**src/rtl/tail_light_input_cond.sv**
```systemverilog
// Input conditioner for the tail-light sequencer: synchronises and debounces
// the left/right/hazard switches, generates the slow step tick, and arbitrates
// the debounced levels into mutually exclusive L/R/H requests that change only
// on a tick edge.
// Optional build macro: TLIC_DEBOUNCE_BYPASS_EN removes the debounce counters
// so each debounced level follows its synchroniser output directly.
module tail_light_input_cond #(
    parameter int unsigned TICK_DIV  = 12_500_000,
    parameter int unsigned TICK_W    = 24,
    parameter int unsigned DB_CYCLES = 250_000,
    parameter int unsigned DB_W      = 18
) (
    input  logic clk,
    input  logic reset,
    input  logic left_raw,
    input  logic right_raw,
    input  logic haz_raw,
    output logic tick,
    output logic L,
    output logic R,
    output logic H,
    output logic conflict
);

    localparam logic [TICK_W-1:0] TICK_LAST = TICK_W'(TICK_DIV - 1);

    typedef enum logic [1:0] {
        IDLE  = 2'd0,
        LEFT  = 2'd1,
        RIGHT = 2'd2,
        HAZ   = 2'd3
    } state_t;

    // Bit 0 = left, bit 1 = right, bit 2 = hazard throughout.
    logic [2:0] raw;
    logic [2:0] s1;
    logic [2:0] s2;
    logic [2:0] db;

    assign raw = {haz_raw, right_raw, left_raw};

    // Two-flop synchroniser for the asynchronous switch inputs.
    always_ff @(posedge clk or posedge reset) begin
        if (reset) begin
            s1 <= '0;
            s2 <= '0;
        end else begin
            s1 <= raw;
            s2 <= s1;
        end
    end

`ifdef TLIC_DEBOUNCE_BYPASS_EN
    assign db = s2;
`else
    localparam logic [DB_W-1:0] DB_LAST = DB_W'(DB_CYCLES - 1);

    logic [2:0]      db_q;
    logic [DB_W-1:0] cnt [3];

    // Per input: level changes only after DB_CYCLES consecutive disagreeing cycles.
    always_ff @(posedge clk or posedge reset) begin
        if (reset) begin
            db_q <= '0;
            for (int i = 0; i < 3; i++) begin
                cnt[i] <= '0;
            end
        end else begin
            for (int i = 0; i < 3; i++) begin
                if (s2[i] == db_q[i]) begin
                    cnt[i] <= '0;
                end else if (cnt[i] == DB_LAST) begin
                    db_q[i] <= s2[i];
                    cnt[i]  <= '0;
                end else begin
                    cnt[i] <= cnt[i] + DB_W'(1);
                end
            end
        end
    end

    assign db = db_q;
`endif

    logic [TICK_W-1:0] tcnt;

    // Free-running tick divider, wraps after TICK_DIV cycles.
    always_ff @(posedge clk or posedge reset) begin
        if (reset) begin
            tcnt <= '0;
        end else if (tcnt == TICK_LAST) begin
            tcnt <= '0;
        end else begin
            tcnt <= tcnt + TICK_W'(1);
        end
    end

    assign tick = (tcnt == TICK_LAST);

    state_t state;
    state_t state_nxt;
    logic   l_nxt;
    logic   r_nxt;
    logic   h_nxt;
    logic   conflict_nxt;

    // Arbiter state and registered request outputs.
    always_ff @(posedge clk or posedge reset) begin
        if (reset) begin
            state    <= IDLE;
            L        <= 1'b0;
            R        <= 1'b0;
            H        <= 1'b0;
            conflict <= 1'b0;
        end else begin
            state    <= state_nxt;
            L        <= l_nxt;
            R        <= r_nxt;
            H        <= h_nxt;
            conflict <= conflict_nxt;
        end
    end

    // Next state from the debounced levels sampled in the tick cycle only.
    always_comb begin
        state_nxt    = state;
        l_nxt        = L;
        r_nxt        = R;
        h_nxt        = H;
        conflict_nxt = conflict;
        if (tick) begin
            if (db[2] || (db[0] && db[1])) begin
                state_nxt = HAZ;
            end else if (db[0]) begin
                state_nxt = LEFT;
            end else if (db[1]) begin
                state_nxt = RIGHT;
            end else begin
                state_nxt = IDLE;
            end
            l_nxt        = (state_nxt == LEFT);
            r_nxt        = (state_nxt == RIGHT);
            h_nxt        = (state_nxt == HAZ);
            conflict_nxt = db[0] & db[1] & ~db[2];
        end
    end

endmodule

```
**config.mk**
```make
export PLATFORM = sky130hd
export DESIGN_NAME = tail_light_input_cond
export DESIGN_NICKNAME = d
export VERILOG_FILES = /design/src/rtl/tail_light_input_cond.sv
export SDC_FILE = /design/constraint.sdc
export NUM_CORES = 1
export LEC_CHECK = 0
export ABC_AREA = 1
export CAP_MARGIN = 20
export CORE_MARGIN = 2
export CORE_UTILIZATION = 38
export CTS_CLUSTER_SIZE = 24
export DETAILED_ROUTE_END_ITERATION = 16
export REMOVE_ABC_BUFFERS = 1
export SYNTH_ARGS = -nofsm -noshare
export SYNTH_HDL_FRONTEND = slang
export SYNTH_SLANG_ARGS = --single-unit
```
**constraint.sdc**
```tcl
create_clock -name clk -period 3.23 [get_ports clk]
set_input_delay 0.646 -clock clk [delete_from_list [all_inputs] [get_ports clk]]
set_output_delay 0.646 -clock clk [all_outputs]
set_load 0.05 [all_outputs]
```
[After elaboration in Yosys (flattened, before gate mapping)]
Cells that the tools add are included.
Word-level totals
  bits in read-only memories: 0
  output and inout port bits: 5
  latch bits: 0
  memory bits (writable): 0
  memories: 0
  register bits after elaboration: 91
Operators by class
  eq/ne operators: 10
  shift-type cells: 0
  reduce and logical (&&, ||, !) cells: 5
  multipliers: 0
  multiplexer cells: 11
  add/sub/neg operators: 4
  order comparisons: 0
  bitwise gates (word level): 6
  divide/modulo/power cells: 0
Operator list (number)
  18-bit 2-to-1 mux: 6
  18-bit by 1-bit adder with 18-bit output (second input constant): 3
  18-bit == test (second input constant): 3
  24-bit by 1-bit adder with 24-bit output (second input constant): 1
  24-bit == test (second input constant): 1
  24-bit 2-to-1 mux: 1
  2-bit 2-to-1 mux: 4
  2-bit AND reduction: 3
  2-bit == test (second input constant): 2
  1-bit NOT: 4
  1-bit == test: 3
  1-bit bitwise AND: 2
  2-bit by 1-bit == test with 1-bit output (second input constant): 1
  1-bit logical AND: 1
  1-bit logical OR: 1

[Longest topological paths before layout]
  word-level depth: 5
  depth in mapped cells: 9

[Worst setup path after synthesis]
OpenSTA, ideal clock, no wires.
  path kind: reg-to-output
  from: register tcnt[0]
  to: output port tick
  data required time: 2.584 ns
  setup slack: 1.083 ns
  data arrival time: 1.501 ns
  path buffers: 1
  cell stages (with the launch flop): 9
  path through: dfrtp_1 ha_1 nand3_2 clkinv_1 nand3_1 nor2_1 nand2_4 buf_6 inv_1
On the way
  word-level cells in the longest chain between the ends: 1
RTL lines
  from (decl): RTL line 85  | logic [TICK_W-1:0] tcnt;
  from (signal assigned): RTL line 94  | tcnt <= tcnt + TICK_W'(1);
  24-bit == test: RTL line 98  | assign tick = (tcnt == TICK_LAST);
  to (decl): RTL line 18  | output logic tick,
Every way passes these cells.

[Worst setup path after layout]
Ends and elaborated chain as after synthesis.

==> run_summary.xml <==
<?xml version="1.0" encoding="UTF-8"?>
<metrics>
  <group name="outcome">
    <metric name="result_of_the_run" unit="">completed</metric>
  </group>
  <group name="placement">
    <metric name="hpwl_after_dpl" unit="mm">7.022</metric>
    <metric name="place_congestion" unit="">0.8889</metric>
    <metric name="place_area" unit="mm2">0.005134</metric>
    <metric name="preCtsSetupSlack" unit="ps">502.7</metric>
    <metric name="dp.cells" unit="">817</metric>
    <metric name="place.port_buffers" unit="">9</metric>
  </group>
  <group name="global_routing">
    <metric name="antenna_violations_before_repair" unit="">0</metric>
    <metric name="first_global_vias" unit="">3756</metric>
    <metric name="global_route_wire_length_before_repair" unit="mm">16.97</metric>
    <metric name="grt_start_max_net_pins" unit="">61</metric>
    <metric name="grt_usage" unit="%">15.55</metric>
    <metric name="global_route.overflow_total" unit="">0</metric>
  </group>
  <group name="die">
    <metric name="dieArea" unit="mm2">0.01360</metric>
    <metric name="die_y" unit="um">116.6</metric>
    <metric name="die_x" unit="um">116.6</metric>
    <metric name="design.core.area" unit="mm2">0.01252</metric>
    <metric name="count_of_standard_cell_rows" unit="">41</metric>
    <metric name="floorplan.initialDensity" unit="%">38.49</metric>
    <metric name="num_io_pins" unit="">10</metric>
  </group>
  <group name="sta">
    <metric name="setup_slack" unit="ps">149.5</metric>
    <metric name="final.period_utilization" unit="%">95.37</metric>
    <metric name="layout_min_cycle_time" unit="ps">3080</metric>
    <metric name="max_clock_freq" unit="MHz">324.6</metric>
    <metric name="final.setup.tns" unit="ps">0</metric>
    <metric name="worst_slew_pin_slew" unit="ps">596.2</metric>
    <metric name="rsz0062_at_grt" unit="">false</metric>
    <metric name="report.final.slew_viol_count" unit="">0</metric>
    <metric name="finalClockSkew" unit="ps">12.21</metric>
    <metric name="max_slew_margin" unit="%">60.21</metric>
    <metric name="hold_viol" unit="">0</metric>
    <metric name="report.final.setup_viol" unit="">0</metric>
  </group>
  <group name="yosys">
    <metric name="synthesis.area_per_instance" unit="um2">7.576</metric>
    <metric name="synth-simple-area-share" unit="%">36.46</metric>
    <metric name="synth_edf_count" unit="">0</metric>
    <metric name="synthCells" unit="">636</metric>
    <metric name="dominantRegCellSynth" unit="">sky130_fd_sc_hd__dfrtp_1</metric>
    <metric name="post-synth-top-area-cell" unit="">sky130_fd_sc_hd__dfrtp_1</metric>
    <metric name="synth_largest_type_area_fraction" unit="%">47.26</metric>
    <metric name="synth_top_family_by_area" unit="">simple AND/OR/NAND/NOR gates</metric>
    <metric name="synth-seq-area-share" unit="%">47.26</metric>
    <metric name="synth-seq-cells" unit="">91</metric>
    <metric name="synth.area.mux_share" unit="%">0</metric>
    <metric name="synthDistinctLibCells" unit="">30</metric>
    <metric name="yosys-top-cells-area" unit="">sky130_fd_sc_hd__dfrtp_1 (47%), sky130_fd_sc_hd__nor2_1 (13%), sky130_fd_sc_hd__nand2_1 (12%), sky130_fd_sc_hd__inv_1 (5.5%), sky130_fd_sc_hd__xor2_1 (4.5%)</metric>
    <metric name="syn-cell-area" unit="mm2">0.004818</metric>
    <metric name="yosys_warnings" unit="">0</metric>
    <metric name="synth_compound_gate_area_share" unit="%">2.649</metric>
    <metric name="synth-xor-area-share" unit="%">6.674</metric>
    <metric name="yosys.area_share.adder" unit="%">1.039</metric>
    <metric name="async_reset_ff_share" unit="%">100.0</metric>
  </group>
  <group name="detailed_routing">
    <metric name="via_per_inst" unit="">4.624</metric>
    <metric name="drt_first_pass_iters" unit="">5</metric>
    <metric name="drt_wl_total" unit="mm">9.648</metric>
    <metric name="dr_total_vias" unit="">3852</metric>
    <metric name="detail_route.iter0.violations" unit="">170</metric>
    <metric name="antenna_violating_nets_post_route" unit="">0</metric>
    <metric name="post-route-drc-count" unit="">0</metric>
    <metric name="drt-wirelength-per-cell" unit="um">11.58</metric>
  </group>
  <group name="layout">
    <metric name="final_util" unit="%">43.68</metric>
    <metric name="layout.cells.most_common" unit="">sky130_fd_sc_hd__nor2_1</metric>
    <metric name="final_non_filler_cell_area" unit="mm2">0.005468</metric>
    <metric name="stdcell_count" unit="">833</metric>
    <metric name="syn2layout_area_growth" unit="%">13.48</metric>
    <metric name="final_layout_size_suffix_gt1_share" unit="%">6.203</metric>
    <metric name="layout.nets" unit="">665</metric>
    <metric name="final_cell_mix" unit="">sky130_fd_sc_hd__nor2_1 (162), sky130_fd_sc_hd__nand2_1 (155), sky130_fd_sc_hd__dfrtp_1 (91), sky130_fd_sc_hd__inv_1 (69), sky130_fd_sc_hd__nand3_1 (38)</metric>
    <metric name="ant_diodes" unit="">0</metric>
    <metric name="n_fill_cell" unit="">1293</metric>
  </group>
  <group name="clocking">
    <metric name="tritoncts" unit="">built</metric>
    <metric name="cts_htree_levels" unit="">3</metric>
    <metric name="post_cts_buffers" unit="">0</metric>
    <metric name="ctsHoldBuffers" unit="">0</metric>
    <metric name="insertion_delay" unit="ps">340</metric>
    <metric name="cts-buffers-inserted" unit="">9</metric>
    <metric name="cts_root_buf" unit="">sky130_fd_sc_hd__clkbuf_16</metric>
    <metric name="clockBufferDepth" unit="">2</metric>
    <metric name="clkSinkCount" unit="">91</metric>
    <metric name="post_cts.resized_instances" unit="">0</metric>
    <metric name="clkSlewWorstSetupHoldPaths" unit="ps">80</metric>
  </group>
  <group name="setup_path">
    <metric name="worstSetupPathType" unit="">reg2out</metric>
    <metric name="critPathMaxFanout" unit="">19</metric>
    <metric name="crit_path_cell_chain" unit="">ha_1, nand3_2, clkinv_1, nand3_1, nor2_1, nand2_4, inv_1, clkdlybuf4s50_1</metric>
    <metric name="critical-path-top-delay-family" unit="">buffers and inverters</metric>
    <metric name="critPathRequiredTime" unit="ps">2580</metric>
    <metric name="worst_setup_path_start_kind" unit="">flip-flop</metric>
    <metric name="critical_path_buf_inv_count" unit="">3</metric>
    <metric name="crit_path_max_incr_delay" unit="ps">800</metric>
    <metric name="cp_data_arrival_time" unit="ps">2430</metric>
    <metric name="endpoint_kind" unit="">output pin</metric>
    <metric name="cpMaxStageDelayCell" unit="">sky130_fd_sc_hd__clkdlybuf4s50_1</metric>
  </group>
  <group name="hold_path">
    <metric name="holdCritPathClass" unit="">reg2reg</metric>
  </group>
  <group name="power_and_ir_drop">
    <metric name="p_per_area" unit="mW/mm2">438.3</metric>
    <metric name="ir_drop" unit="mV">0.2321</metric>
    <metric name="power.static_leakage" unit="uW">0.002358</metric>
  </group>
  <group name="job">
    <metric name="cap_viol_max_count" unit="">0</metric>
  </group>
</metrics>
==> per-stage QoR <==
step	total power (uW)	hold WS (ps)
final	2396	350.5
after global routing	2497	359.5
after CTS	2438	353.0
after detailed placement	1250	335.5
after global placement	1247	338.1
after floorplan	1224	331.2
==> final cells by class <==
cell class | instances | area [um2] | area share, %
clock inverters | 7 | 108.9 | 1.991
inverters | 73 | 275.3 | 5.034
multi-input cells | 471 | 2256 | 41.26
clock buffers | 9 | 225.2 | 4.119
flip-flops and latches | 91 | 2277 | 41.65
well taps | 172 | 215.2 | 3.936
repair buffers | 10 | 110.1 | 2.014
==> worst paths after layout <==
check,end,slack [ps],cells after the start,from
hold / removal,s2[2],350,0,s1[2]
setup reg to reg,cnt[30],1540,8,cnt[18]
hold reg to reg,s2[2],350,0,s1[2]
max in group asynchronous,cnt[23],1860,3,reset
setup / recovery,tick,150,8,tcnt[0]
min in group asynchronous,cnt[5],680,2,reset
==> power by group <==
part / internal [uW] / total, uW / switching, uW
sequential: 1150 / 1160 / 9.43
combinational: 18.1 / 63.1 / 45.0
clock: 695 / 1170 / 478
total: 1860 / 2400 / 532
==> per-layer routing <==
| metal | global-route usage (%) | part of all wire [%] |
|---|---|---|
| met5 | 0 | 0 |
| met4 | 4.235 | 1.1 |
| met3 | 3.477 | 2.5 |
| met2 | 25.39 | 47 |
| met1 | 21.01 | 49 |
==> worst reg2reg max path, stage by stage, from the launching register on <==
cell,delay (ps)
sky130_fd_sc_hd__dfrtp_1,390
sky130_fd_sc_hd__ha_1,190
sky130_fd_sc_hd__nand2_1,100
sky130_fd_sc_hd__nor2_1,270
sky130_fd_sc_hd__nand2_1,100
sky130_fd_sc_hd__nor2_1,110
sky130_fd_sc_hd__nand2_1,160
sky130_fd_sc_hd__nand2_2,200
sky130_fd_sc_hd__nor2_1,80
==> kinds of logic (layout without fill, tap and decap cells) <==
group           after synthesis  in the layout
flops                        91             91
xor+xnor                     35             35
compound gates               23             23
fa+ha+maj                     4              4
buf+inv                      74             99
simple gates                409            409
==> cell usage after synthesis (all sizes together), types with 2 or more instances <==
master and n:
dfrtp 91, a31oi 3, xnor2 9, nor2 168, nand2 162, a21oi 9, o21ai 9, o21bai 2
nand4 13, ha 4, inv 72, xor2 26, nor3 15, nand3 41, nor3b 5, nand3b 3
==> sequential cells by signal (all words and copies together) (netlist names) <==
register  flops
conflict      1
s2            3
L             1
tcnt         24
H             1
db            3
s1            3
R             1
cnt          54
Note: power is estimated with default switching activity, not from simulation.
